File: src/rtl/axiom_apb_requester.sv
// APB4 requester: converts a valid/ready command stream into APB transfers, one response each.
// Optional ACCESS-phase timeout is built when AXIOM_APB_REQUESTER_TIMEOUT_EN is defined.
module axiom_apb_requester #(
  parameter int ADDR_WIDTH     = 32,
  parameter int DATA_WIDTH     = 32,
  parameter int TIMEOUT_CYCLES = 16
) (
  input  logic                    pclk,
  input  logic                    preset,
  input  logic                    cmd_valid,
  output logic                    cmd_ready,
  input  logic [ADDR_WIDTH-1:0]   cmd_addr,
  input  logic                    cmd_write,
  input  logic [DATA_WIDTH-1:0]   cmd_wdata,
  input  logic [DATA_WIDTH/8-1:0] cmd_wstrb,
  input  logic [2:0]              cmd_prot,
  output logic                    rsp_valid,
  input  logic                    rsp_ready,
  output logic [DATA_WIDTH-1:0]   rsp_rdata,
  output logic                    rsp_err,
  output logic                    rsp_timeout,
  output logic                    psel,
  output logic                    penable,
  output logic                    pwrite,
  output logic [ADDR_WIDTH-1:0]   paddr,
  output logic [DATA_WIDTH-1:0]   pwdata,
  output logic [DATA_WIDTH/8-1:0] pwstrb,
  output logic [2:0]              pprot,
  input  logic [DATA_WIDTH-1:0]   prdata,
  input  logic                    pslverr,
  input  logic                    pready
);

  if (!(DATA_WIDTH inside {8, 16, 32}) || TIMEOUT_CYCLES < 1) begin : g_bad_param
    $error("axiom_apb_requester: DATA_WIDTH must be 8/16/32 and TIMEOUT_CYCLES >= 1");
  end

  typedef enum logic [1:0] {IDLE, SETUP, ACCESS, RESP} state_t;

  state_t state, state_nxt;
  logic   timeout_hit;
  logic   access_done;

  assign cmd_ready   = (state == IDLE);
  assign psel        = (state == SETUP) || (state == ACCESS);
  assign penable     = (state == ACCESS);
  assign rsp_valid   = (state == RESP);
  assign access_done = (state == ACCESS) && (pready || timeout_hit);

  // NOTE: every variable assigned in always_comb gets a default first, so no path can infer a latch.
  always_comb begin
    state_nxt = state;
    case (state)
      IDLE:    if (cmd_valid) state_nxt = SETUP;
      SETUP:   state_nxt = ACCESS;
      ACCESS:  if (pready || timeout_hit) state_nxt = RESP;
      RESP:    if (rsp_ready) state_nxt = IDLE;
      default: state_nxt = IDLE;
    endcase
  end

  // NOTE: sequential state uses non-blocking assignments so every flop samples pre-edge values.
  always_ff @(posedge pclk) begin
    if (preset) begin
      state     <= IDLE;
      pwrite    <= 1'b0;
      paddr     <= '0;
      pwdata    <= '0;
      pwstrb    <= '0;
      pprot     <= '0;
      rsp_rdata <= '0;
      rsp_err   <= 1'b0;
    end else begin
      state <= state_nxt;
      if (state == IDLE && cmd_valid) begin
        paddr  <= cmd_addr;
        pwrite <= cmd_write;
        pwdata <= cmd_wdata;
        pwstrb <= cmd_write ? cmd_wstrb : '0;
        pprot  <= cmd_prot;
      end
      // A timeout (pready low) yields zero data with the error flag forced.
      if (access_done) begin
        rsp_rdata <= (pready && !pwrite) ? prdata : '0;
        rsp_err   <= pready ? pslverr : 1'b1;
        pwrite    <= 1'b0;
      end
    end
  end

`ifdef AXIOM_APB_REQUESTER_TIMEOUT_EN
  localparam int CNT_WIDTH = (TIMEOUT_CYCLES > 1) ? $clog2(TIMEOUT_CYCLES) : 1;
  localparam logic [CNT_WIDTH-1:0] CNT_LIMIT = CNT_WIDTH'(TIMEOUT_CYCLES - 1);

  logic [CNT_WIDTH-1:0] wait_cnt;
  logic                 timeout_q;

  // The limit is hit on the cycle the count would reach TIMEOUT_CYCLES, so pready wins a tie.
  assign timeout_hit = (state == ACCESS) && !pready && (wait_cnt == CNT_LIMIT);
  assign rsp_timeout = timeout_q;

  always_ff @(posedge pclk) begin
    if (preset) begin
      wait_cnt  <= '0;
      timeout_q <= 1'b0;
    end else begin
      if (state == SETUP) begin
        wait_cnt <= '0;
      end else if (state == ACCESS && !pready && !timeout_hit) begin
        wait_cnt <= wait_cnt + 1'b1;
      end
      if (access_done) timeout_q <= timeout_hit;
    end
  end
`else
  assign timeout_hit = 1'b0;
  assign rsp_timeout = 1'b0;
`endif

endmodule

File: config.mk
export PLATFORM = sky130hd
export DESIGN_NAME = axiom_apb_requester
export DESIGN_NICKNAME = d
export VERILOG_FILES = /design/src/rtl/axiom_apb_requester.sv
export SDC_FILE = /design/constraint.sdc
export NUM_CORES = 1
export LEC_CHECK = 0
export BUFFER_PORTS_ARGS = -buffer_cell sky130_fd_sc_hd__buf_4
export CORE_ASPECT_RATIO = 1.75
export CORE_MARGIN = 2
export CORE_UTILIZATION = 46
export DETAILED_ROUTE_END_ITERATION = 16
export PLACE_DENSITY_LB_ADDON = 0.08
export SLEW_MARGIN = 20
export SYNTH_ARGS = -nofsm -noshare
export SYNTH_HDL_FRONTEND = slang
export SYNTH_SLANG_ARGS = --single-unit
File: constraint.sdc
create_clock -name pclk -period 3 [get_ports pclk]
set_input_delay 0.15 -clock pclk [delete_from_list [all_inputs] [get_ports pclk]]
set_output_delay 0.15 -clock pclk [all_outputs]
set_load 0.05 [all_outputs]
==> impl_metrics.toml <==
[run_status]
run_status = "completed"

[setup_path]
reg2reg_slack_ps = 1100
path_delay_family = "simple AND/OR/NAND/NOR gates"
path_max_fanout = 38
worstPathBufferInverterCount = 2
end_kind = "flip-flop"
critPathSlowestCell = "sky130_fd_sc_hd__and2_2"
path_class = "reg -> reg"
timing.critical_path.from_type = "flip-flop"
critPathArrivalTime_ps = 2160
worst_path_largest_cell_delay_ps = 610
crit_path_cell_trace = "inv_1 > ha_1 > and2_2 > buf_12 > nand3_1 > a21oi_1"
cp.required_ps = 3270

[global_routing]
grt_pass1_wl_um = 15800
grt_use_total_pct = 23.2
antenna_found_initial = 0
grt_max_degree = 76
grt_pass1_vias = 3271
grt_overflow = 0

[die]
placementRows = 43
core_area_um2 = 7800
die_height_um = 122
die_width_um = 71.3
dieArea_um2 = 8690
floorplan.initialDensity_pct = 46.8
num_io_pins = 220

[sta]
report.final.slew_viol_count = 0
tightestPinTransition_ps = 765
fmax_mhz = 528
grt_setup_unrepaired = "no"
worst_slew_margin_rel_pct = 49.0
finClkSkew_ps = 6.26
setup_violations_final = 0
finalCriticalPeriod_ps = 1900
final_hold_violation_count = 0
final.period_utilization_pct = 63.2
final_layout_setup_total_negative_slack_ps = 0

[cts]
cts_buffer_depth = 2
tritoncts_num_sinks = 107
numCtsBuffers = 9
cts_setup_buffers = 0
clock_tree.root_cell = "sky130_fd_sc_hd__clkbuf_16"
post_cts.resized_instances = 0
ctsHoldBuffers = 0
cts_htree_levels = 3
cts_tree = "built"
clkLatencyLatePin_ps = 340
clkSlewWorstSetupHoldPaths_ps = 70

[logic_synthesis]
synthesized_area_divided_by_synthesized_cell_count_um2 = 8.94
post_synth_num_cell_types = 20
ys_async_sr_fraction_pct = 0
synth.cells.most_frequent = "144 x sky130_fd_sc_hd__nand2_1, 107 x sky130_fd_sc_hd__dfxtp_1, 72 x sky130_fd_sc_hd__a21oi_1, 32 x sky130_fd_sc_hd__a22o_1, 19 x sky130_fd_sc_hd__buf_2"
area_share_of_the_leading_cell_type_in_the_synthesized_netlist_pct = 58.7
synth_cells = 408
seq_area_frac_synth_pct = 58.7
ys_dominant_reg_cell = "sky130_fd_sc_hd__dfxtp_1"
synth_edf_count = 0
syn_area_um2 = 3650
yosys_warnings = 0
ys_ff_latch = 107
synthMostInstantiatedCell = "sky130_fd_sc_hd__nand2_1"
cell_type_contributing_the_most_total_cell_area_after_synthesis = "sky130_fd_sc_hd__dfxtp_1"
netlist_top_cells_area = "sky130_fd_sc_hd__dfxtp_1 59%, sky130_fd_sc_hd__nand2_1 15%, sky130_fd_sc_hd__a21oi_1 9.9%"
synth_fp_nets = 521

[route]
dr.first_iter.drc_count = 130
drtAntennaViolNets = 0
post-route-drc-count = 0
wl_per_cell_um = 14.6
drt_first_pass_iters = 4
detail_routed_via_count_per_cell = 5.06
num_vias = 3562
postRouteWirelength_um = 10300

[placement]
numPortBuffers = 218
place.gp.congestion = 0.788
dp_hpwl_um = 7460
area_after_detailed_placement_um2 = 5290

[min_path]
min_path_type = "in -> reg"

[power]
powerDensity_nw_per_um2 = 885
power.static_leakage_nw = 2.59
vdd_drop_max_mv = 0.589

[cells_and_area]
synthToLayoutAreaGrowth_pct = 53.1
drive_gt1_share_pct = 38.8
postLayoutCellArea_um2 = 5590
num-nets-final = 724
fillCellCount = 649
antenna-diode-count = 0

[flow_run]
max-cap-violations = 0
[state kept, by name, summed over array words and instances, names as in the netlist]
name	cells
paddr	32
state	2
pwdata	32
pwstrb	4
pwrite	1
rsp_err	1
rsp_rdata	32
pprot	3
[layer usage]
| layer | vias up | routed length (um) | global-route usage, % |
|---|---|---|---|
| met5 | - | 0 | 0 |
| met4 | 0 | 316 | 12.3 |
| met3 | 20 | 837 | 6.62 |
| met2 | 156 | 5480 | 39.9 |
| met1 | 1625 | 3650 | 25.3 |
| li1 | 1761 | - | - |
[area by class of cell]
class,count,area (um^2),area share (%)
Tap cell,90,113,2.02
Timing Repair Buffer,222,1680,30.1
Multi-Input combinational cell,268,1340,24.1
Inverter,3,11.3,0.202
Clock buffer,11,233,4.17
Sequential cell,107,2140,38.3
Clock inverter,3,65.1,1.16
[metrics by stage]
stage	total power [mW]	setup WS (ps)	utilization, %	std cells	hold WS [ps]
floorplan	3.15	1310	-	408	275
global placement	3.76	1180	67.8	690	362
detailed placement	3.79	1120	67.8	690	364
CTS	4.98	1080	71.6	704	11.8
global route	5.16	914	71.6	704	14.8
finish	4.95	1100	71.6	704	22.2
[path summary, 6_finish.rpt]
check | start | endpoint | cells after the start
setup / recovery | state[0] | pwstrb[1] | 6
hold / removal | prdata[12] | rsp_rdata[12] | 2
setup reg to reg | state[0] | pwstrb[1] | 6
hold reg to reg | pwdata[13] | pwdata[13] | 2
[cells in the final DEF (no fill, tap or decap)]
master / count
sky130_fd_sc_hd__clkinv_2: 1
sky130_fd_sc_hd__nor2b_1: 3
sky130_fd_sc_hd__dfxtp_1: 107
sky130_fd_sc_hd__bufinv_16: 2
sky130_fd_sc_hd__inv_1: 3
sky130_fd_sc_hd__nand2_2: 1
sky130_fd_sc_hd__o311ai_0: 1
sky130_fd_sc_hd__ha_1: 3
sky130_fd_sc_hd__conb_1: 1
sky130_fd_sc_hd__a21oi_1: 72
sky130_fd_sc_hd__o311a_1: 1
sky130_fd_sc_hd__and2_2: 1
sky130_fd_sc_hd__a21oi_2: 1
sky130_fd_sc_hd__nor3_4: 1
sky130_fd_sc_hd__a21boi_0: 1
sky130_fd_sc_hd__o31ai_1: 1
sky130_fd_sc_hd__nand2_1: 143
sky130_fd_sc_hd__buf_4: 221
sky130_fd_sc_hd__clkbuf_1: 2
sky130_fd_sc_hd__a22o_1: 32
sky130_fd_sc_hd__o41ai_1: 1
sky130_fd_sc_hd__nand3_1: 5
sky130_fd_sc_hd__buf_12: 1
sky130_fd_sc_hd__clkbuf_16: 9
[report_power, final]
group	internal, mW	switching, mW	leakage, nW	total, mW
Combinational	0.582	1.37	1.57	1.95
Clock	0.721	0.478	0.145	1.20
Sequential	1.66	0.130	0.873	1.79
Total	2.97	1.98	2.59	4.95
[logic make-up after synthesis]
logic type / after synthesis / synth area share (%)
AOI/OAI and AO/OA: 110 / 19.0
adders and majority gates: 3 / 1.03
buffers and inverters: 33 / 4.56
DFF: 107 / 58.7
other: 1 / 0.103
and+or+nand+nor: 154 / 16.6
Note: power is estimated with default switching activity, not from simulation.
